## src/rtl/kpn_fifo_pkg.sv

```systemverilog
// ============================================================================
// kpn_fifo_pkg : shared defaults and sizing helper for the kpn_fifo_param FIFO
// Revision     : 1.0 - initial release
// ============================================================================
`default_nettype none

package kpn_fifo_pkg;

  localparam int DEF_DATA_W = 16;
  localparam int DEF_ADDR_W = 8;

  // Occupancy runs 0..DEPTH inclusive, so it needs one bit more than a pointer.
  function automatic int count_w(input int addr_w);
    return addr_w + 1;
  endfunction

endpackage

`default_nettype wire

```

## src/rtl/kpn_fifo_mem.sv

```systemverilog
// ============================================================================
// kpn_fifo_mem : simple dual-port RAM, synchronous write, asynchronous read
// Revision     : 1.0 - initial release
// ============================================================================
`default_nettype none

module kpn_fifo_mem
  import kpn_fifo_pkg::*;
#(
  parameter int DATA_W = DEF_DATA_W,
  parameter int ADDR_W = DEF_ADDR_W
) (
  input  logic              clk,
  input  logic              i_we,
  input  logic [ADDR_W-1:0] i_waddr,
  input  logic [DATA_W-1:0] i_wdata,
  input  logic [ADDR_W-1:0] i_raddr,
  output logic [DATA_W-1:0] o_rdata
);

  localparam int DEPTH = 2 ** ADDR_W;

  logic [DATA_W-1:0] r_mem [DEPTH];

  always_ff @(posedge clk) begin
    if (i_we) begin
      r_mem[i_waddr] <= i_wdata;
    end
  end

  assign o_rdata = r_mem[i_raddr];

endmodule

`default_nettype wire

```

## src/rtl/kpn_fifo_param.sv

```systemverilog
// ============================================================================
// kpn_fifo_param : parameterised synchronous FIFO with sticky error flags.
//                  Define KPN_FIFO_FWFT_EN for first-word-fall-through reads.
// Revision       : 1.0 - initial release
// ============================================================================
`default_nettype none

module kpn_fifo_param
  import kpn_fifo_pkg::*;
#(
  parameter int DATA_W    = DEF_DATA_W,
  parameter int ADDR_W    = DEF_ADDR_W,
  parameter int AFULL_LVL = (2 ** ADDR_W) - 4
) (
  input  logic                        clk,
  input  logic                        reset,
  input  logic                        wr_en,
  input  logic [DATA_W-1:0]           wr_data,
  input  logic                        rd_en,
  output logic [DATA_W-1:0]           rd_data,
  output logic                        rd_valid,
  output logic                        full,
  output logic                        empty,
  output logic                        almost_full,
  output logic [count_w(ADDR_W)-1:0]  count,
  output logic                        overflow,
  output logic                        underflow
);

  localparam int DEPTH = 2 ** ADDR_W;
  localparam int CNT_W = count_w(ADDR_W);

  localparam logic [CNT_W-1:0] c_full_cnt  = CNT_W'(DEPTH);
  localparam logic [CNT_W-1:0] c_afull_cnt = CNT_W'(AFULL_LVL);

  logic [ADDR_W-1:0] r_wr_ptr;
  logic [ADDR_W-1:0] r_rd_ptr;
  logic [CNT_W-1:0]  r_count;
  logic              r_overflow;
  logic              r_underflow;

  logic              w_rd_acc;
  logic              w_wr_acc;
  logic [DATA_W-1:0] w_mem_rdata;

  // A full FIFO still takes a write when a read frees a slot on the same edge.
  assign w_rd_acc = rd_en && (r_count != '0);
  assign w_wr_acc = wr_en && ((r_count != c_full_cnt) || w_rd_acc);

  kpn_fifo_mem #(
    .DATA_W (DATA_W),
    .ADDR_W (ADDR_W)
  ) u_mem (
    .clk     (clk),
    .i_we    (w_wr_acc),
    .i_waddr (r_wr_ptr),
    .i_wdata (wr_data),
    .i_raddr (r_rd_ptr),
    .o_rdata (w_mem_rdata)
  );

  always_ff @(posedge clk) begin
    if (reset) begin
      r_wr_ptr    <= '0;
      r_rd_ptr    <= '0;
      r_count     <= '0;
      r_overflow  <= 1'b0;
      r_underflow <= 1'b0;
    end else begin
      if (w_wr_acc) begin
        r_wr_ptr <= r_wr_ptr + ADDR_W'(1);
      end
      if (w_rd_acc) begin
        r_rd_ptr <= r_rd_ptr + ADDR_W'(1);
      end
      case ({w_wr_acc, w_rd_acc})
        2'b10:   r_count <= r_count + CNT_W'(1);
        2'b01:   r_count <= r_count - CNT_W'(1);
        default: r_count <= r_count;
      endcase
      if (wr_en && !w_wr_acc) begin
        r_overflow <= 1'b1;
      end
      if (rd_en && !w_rd_acc) begin
        r_underflow <= 1'b1;
      end
    end
  end

  assign count       = r_count;
  assign full        = (r_count == c_full_cnt);
  assign empty       = (r_count == '0);
  assign almost_full = (r_count >= c_afull_cnt);
  assign overflow    = r_overflow;
  assign underflow   = r_underflow;

`ifdef KPN_FIFO_FWFT_EN
  // Head word is always presented; rd_en only pops it.
  assign rd_data  = w_mem_rdata;
  assign rd_valid = (r_count != '0);
`else
  logic [DATA_W-1:0] r_rd_data;
  logic              r_rd_valid;

  always_ff @(posedge clk) begin
    if (reset) begin
      r_rd_data  <= '0;
      r_rd_valid <= 1'b0;
    end else begin
      r_rd_valid <= w_rd_acc;
      if (w_rd_acc) begin
        r_rd_data <= w_mem_rdata;
      end
    end
  end

  assign rd_data  = r_rd_data;
  assign rd_valid = r_rd_valid;
`endif

endmodule

`default_nettype wire

```

## config.mk

```make
export PLATFORM = sky130hd
export DESIGN_NAME = kpn_fifo_param
export DESIGN_NICKNAME = d
export VERILOG_FILES = /design/src/rtl/kpn_fifo_pkg.sv /design/src/rtl/kpn_fifo_mem.sv /design/src/rtl/kpn_fifo_param.sv
export SDC_FILE = /design/constraint.sdc
export NUM_CORES = 2
export LEC_CHECK = 0
export BUFFER_PORTS_ARGS = -buffer_cell sky130_fd_sc_hd__buf_2
export CAP_MARGIN = 20
export CORE_MARGIN = 3
export CORE_UTILIZATION = 31
export CTS_CLUSTER_DIAMETER = 30
export DETAILED_ROUTE_END_ITERATION = 8
export SLEW_MARGIN = 20
export SYNTH_ARGS = -nofsm -noshare
export SYNTH_HDL_FRONTEND = slang
export SYNTH_HIERARCHICAL = 1
export SYNTH_SLANG_ARGS = --single-unit
```

## constraint.sdc

```tcl
create_clock -name clk -period 4.08 [get_ports clk]
set_input_delay 0.816 -clock clk [delete_from_list [all_inputs] [get_ports clk]]
set_output_delay 0.816 -clock clk [all_outputs]
set_load 0.03 [all_outputs]
```

* Yosys cells after proc, flatten, opt, wreduce, memory -nomap -nowiden
Memories as Yosys holds them, arrays and structs flattened. A register that Yosys moved wholly into a read port is not among the register bits.
Index checks and enable logic that the tools add are counted.
** Storage, ports and cells
- Register bits :: 28
- Bits in writable memories :: 4096
- Input port bits :: 20
- Output and inout bits :: 31
- Memories kept :: 1
** Memory list
- u_mem.r_mem :: words 256, width 16, read ports 1, clocked after memory_dff 1, write ports 1, line kpn_fifo_mem.sv:23 : logic [DATA_W-1:0] r_mem [DEPTH];
** Operators by class
- $add $sub $neg :: 4
- Order comparisons :: 1
- Equal/unequal tests :: 4
- Muxes and demuxes :: 3
- Reductions and logical operators :: 10
** Operators by type and width (count)
- $pmux 9 s2 :: 1
- $add 8x1->8 const B :: 2
- $add 9x1->9 const B :: 1
- $eq 9x9->1 const B :: 1
- $ge 9x8->1 const B :: 1
- $logic_not 9->1 :: 1
- $ne 9x9->1 const B :: 1
- $reduce_bool 9->1 :: 1
- $sub 9x1->9 const B :: 1
- $logic_and 1x1->1 :: 4
- $eq 2x1->1 const B :: 1
- $eq 2x2->1 const B :: 1
- $logic_not 1->1 :: 2
- $mux 1 :: 2
- $reduce_bool 2->1 :: 1
- $logic_or 1x1->1 :: 1

* Longest topological paths before layout
- Word-level depth :: 6
- Gate-level depth with buffers :: 14

* Modules after synthesis
Netlist, hierarchy kept.
** By module, submodules not included
- kpn_fifo_mem :: times used 1, cells an instance 7344, area each 158394.4 um^2, seq. area each 122998.0 um^2
- kpn_fifo_param :: times used 1, cells an instance 256, area each 2167.1 um^2, seq. area each 880.8 um^2

* Worst setup path before layout
OpenSTA, ideal clock, no wires.
- Path kind :: input-to-reg
- Start :: input port rd_en
- End :: memory u_mem/r_mem[234][0] in the netlist's numbering, enable pin
- Library setup time :: 388 ps
- Data arrival time :: 3050 ps
- Required time :: 3692 ps
- Setup slack :: 642 ps
- Stages on the path :: 9
- Buffers on the path :: 5
- Cells stage by stage :: buf_4 nand2b_1 o31a_1 buf_2 clkbuf_1 clkbuf_1 nand3_1 clkbuf_1 nor2_1
** Between the ends
- Longest elaborated chain between the ends :: 5
** RTL lines
- start: declaration :: line kpn_fifo_param.sv:19 : input logic rd_en,
- $logic_and 1x1->1 :: line kpn_fifo_param.sv:47 : assign w_rd_acc = rd_en && (r_count != '0);
- $logic_or 1x1->1 :: line kpn_fifo_param.sv:48 : assign w_wr_acc = wr_en && ((r_count != c_full_cnt) || w_rd_acc);
- $logic_and 1x1->1 :: line kpn_fifo_param.sv:48
- named net w_wr_acc :: line kpn_fifo_param.sv:43 : logic w_wr_acc;
- $mux 1 :: line kpn_fifo_mem.sv:26 : if (i_we) begin
- $mux 1 (implied by the code) :: line kpn_fifo_mem.sv:27 : r_mem[i_waddr] <= i_wdata;
- end: declaration :: line kpn_fifo_mem.sv:23
The timed path passes the listed nets, and every way through them passes these cells.

==> flow_summary_export.csv <==
group,metric,value,unit
worst_setup_path,path_max_fanout,58,
grt,antenna_found_initial,26,
worst_setup_path,r2r_cells,12,
timing,rsz0062_at_grt,"no",
grt,grt_usage,16.5,%
timing,worst_slew_pin_slew,1.20,ns
clock_tree,htreeDepth,6,
place,gp_congestion,0.884,
route,vias,84200,
logic_synthesis,yosysTopAreaCell,"edfxtp_1",
clock_tree,clk_pin_slew,0.05,ns
power_and_ir_drop,pwr-share-clk,48.0,%
power_and_ir_drop,leakage,61.3,nW
floorplan,dieWidth,726,um
route,wire_per_inst,28.1,um
power_and_ir_drop,p_comb_share,13.2,%
power_and_ir_drop,power.density,618,nW/um2
worst_setup_path,critPathRequiredTime,5.06,ns
timing,fin_crit,3.91,ns
timing,timing.final.ws_setup,0.170,ns
timing,tns,0,ns
place,dp_slack,-0.0903,ns
power_and_ir_drop,p_int,91.1,mW
logic_synthesis,synth_top_area_share,76.6,%
logic_synthesis,synth_cell_types,70,
grt,grt_start_max_net_pins,122,
clock_tree,postCtsSetupBuffers,0,
power_and_ir_drop,p_seq_share,38.8,%
worst_hold_path,hold_path_depth,1,
layout,syn_to_final_growth,22.6,%
floorplan,start_util,31.2,%
logic_synthesis,synth-edff-count,4096,
worst_setup_path,crit_path_start_kind,"flip-flop",
worst_setup_path,endpoint_kind,"flip-flop",
layout,final_common_cell,"edfxtp_1",
place,numPortBuffers,50,
layout,drive_above_1_share,30.8,%
clock_tree,cts_inserted_buffers,693,
route,viasPerCell,5.26,
floorplan,core_area,515000,um2
timing,fin_skew,0.0565,ns
floorplan,fp.dieArea,527000,um2
route,drc_errors,0,
clock_tree,cts.sinks,4140,
logic_synthesis,synth_area,161000,um2
layout,nets,8554,
clock_tree,clkLatencyLatePin,1.05,ns
floorplan,die_h,726,um
clock_tree,cts-root-buf,"clkbuf_16",
grt,grt_pass1_wl,636000,um
floorplan,rows,263,
timing,finalCritPeriodShare,95.8,%
timing,fmax,256,MHz
route,ant_nets,0,
route,drt_pre_antenna_iters,8,
clock_tree,clockBufferDepth,4,
floorplan,ios,51,
route,wl,449000,um
logic_synthesis,async_reset_ff_share,0,%
logic_synthesis,yosysWarnings,6,
worst_setup_path,critPathArrivalTime,4.89,ns
logic_synthesis,synthesis.nets,7630,
timing,setup_viol,0,
logic_synthesis,ys_seq_area_share,77.2,%
job,drv_cap,0,
grt,grt_remaining_overflow,0,
route,first_iter_violations,10900,
logic_synthesis,syn_inst,7600,
timing,max_slew_margin,19.8,%
logic_synthesis,synth_area_leaders,"edfxtp_1 (77%), mux4_2 (11%), mux2i_1 (3.5%)",
place,dp_hpwl,269000,um
timing,hold_violations,0,
logic_synthesis,ys_seq_elements,4140,
power_and_ir_drop,vdd_ir_drop_max,0.474,mV
layout,final_cell_mix,"edfxtp_1 (4096), mux4_2 (797), clkbuf_16 (700)",
power_and_ir_drop,p_switching,30.5,mW
timing,slew_violations,0,
grt,grt_pass1_vias,84500,
power_and_ir_drop,sw_frac_of_total,25.1,%
worst_hold_path,min_path_type,"in2reg",
logic_synthesis,ys.flop_type,"edfxtp_1",
logic_synthesis,synth.avg_cell_area,21.1,um2
worst_setup_path,path_class,"reg2reg",
clock_tree,cts_tree,"done",
run_status,status,"complete, no violations",
[synthesized netlist by cell type, types with 4 or more instances]
| cell type | count |
|---|---|
| edfxtp_1 | 4096 |
| mux4_2 | 797 |
| mux2i_1 | 568 |
| nor2_1 | 324 |
| o221ai_1 | 252 |
| clkbuf_1 | 233 |
| a21oi_1 | 204 |
| o22ai_1 | 149 |
| nor3_1 | 96 |
| mux2_2 | 89 |
| buf_2 | 82 |
| nand2_1 | 79 |
| buf_6 | 78 |
| dfxtp_1 | 44 |
| o21ai_0 | 44 |
| a22oi_1 | 43 |
| nand3_1 | 41 |
| nand4_1 | 36 |
| a22o_1 | 32 |
| buf_4 | 29 |
| a221oi_1 | 28 |
| buf_1 | 27 |
| a211oi_1 | 20 |
| nor4_1 | 20 |
| o32ai_1 | 20 |
| and3_1 | 18 |
| o31ai_1 | 16 |
| buf_8 | 11 |
| xor2_1 | 11 |
| a31oi_1 | 10 |
| nor2b_1 | 10 |
| ha_1 | 9 |
| inv_1 | 8 |
| a2111oi_0 | 6 |
| nand2b_1 | 6 |
| a21o_1 | 5 |
| buf_12 | 5 |
| or2_2 | 5 |
| xnor2_1 | 4 |
[path summary, 6_finish.rpt]
kind / slack, ns / startpoint / endpoint
worst min-delay path: 0.14 / wr_data[8] / u_mem/r_mem[91][8]
worst max-delay path: 0.17 / r_rd_ptr[0] / rd_data[2]
worst min register to register: 0.47 / rd_data[15] / rd_data[15]
worst max register to register: 0.17 / r_rd_ptr[0] / rd_data[2]
[state kept, by name (all words and copies together) (netlist names)]
name and count:
u_mem/r_mem 4096, count 9, overflow 1, rd_data 16, r_wr_ptr 8, r_rd_ptr 8, rd_valid 1, underflow 1
[repair_timing]
item,in CTS,in global routing
endpoints found under the setup margin,1,1
resized for setup,0,1
hold buffers,0,0
[kinds of logic after synthesis]
logic type      share of synthesized area [%]
compound gates                           3.74
simple gates                             1.86
xor+xnor                               0.0818
mux                                      15.3
buf+inv                                  1.74
flops                                    77.2
fa+ha+maj                              0.0826
[per-stage QoR]
step,power (mW),std cells,hold slack (ns),cell area (um2),utilization (%)
after global placement,63.9,14700,0.444,173000,33.6
final,122,16000,0.139,197000,38.3
after detailed placement,64.1,14700,0.449,173000,33.6
after CTS,122,16000,0.0720,197000,38.2
after global routing,125,16000,0.105,197000,38.3
after floorplan,58.9,7600,0.492,161000,-
[layer usage]
layer,share of wire (%),GRT usage (%),wire length [um],vias to the layer above
li1,-,-,-,34300
met1,39,22.2,176000,44700
met2,48,26.5,214000,4409
met3,9.1,3.29,40900,783
met4,4.0,6.28,17900,8
met5,0.011,0,51,-
[power by group through the flow]
stage / sequential [mW] / combinational [mW] / clock, mW
6_report: 47.2 / 16.0 / 58.4
3_5_place_dp: 48.0 / 16.1 / 0
2_1_floorplan: 48.1 / 10.8 / 0
3_3_place_gp: 48.0 / 15.9 / 0
4_1_cts: 47.2 / 16.1 / 59.1
5_1_grt: 47.2 / 16.9 / 61.1
[worst max-delay path, cell delays in order (launching register included)]
cell,delay [ns]
dfxtp_4,0.51
buf_12,0.29
buf_12,0.39
buf_12,0.33
mux2i_1,0.11
o221ai_1,0.24
o22ai_1,0.13
a21oi_1,0.46
buf_4,0.22
nand4_1,0.24
nor4_1,0.48
nand2_1,0.11
a21oi_1,0.16
[area by class of cell]
class	instances	area (um2)
repair buffers	695	6290
inverters	10	50.0
clock buffers	780	17800
diodes	4	10.0
fillers	45800	318000
flip-flops and latches	4140	124000
well taps	6890	8620
clock inverters	498	6040
multi-input cells	2984	34200
Note: power is estimated with default switching activity, not from simulation.
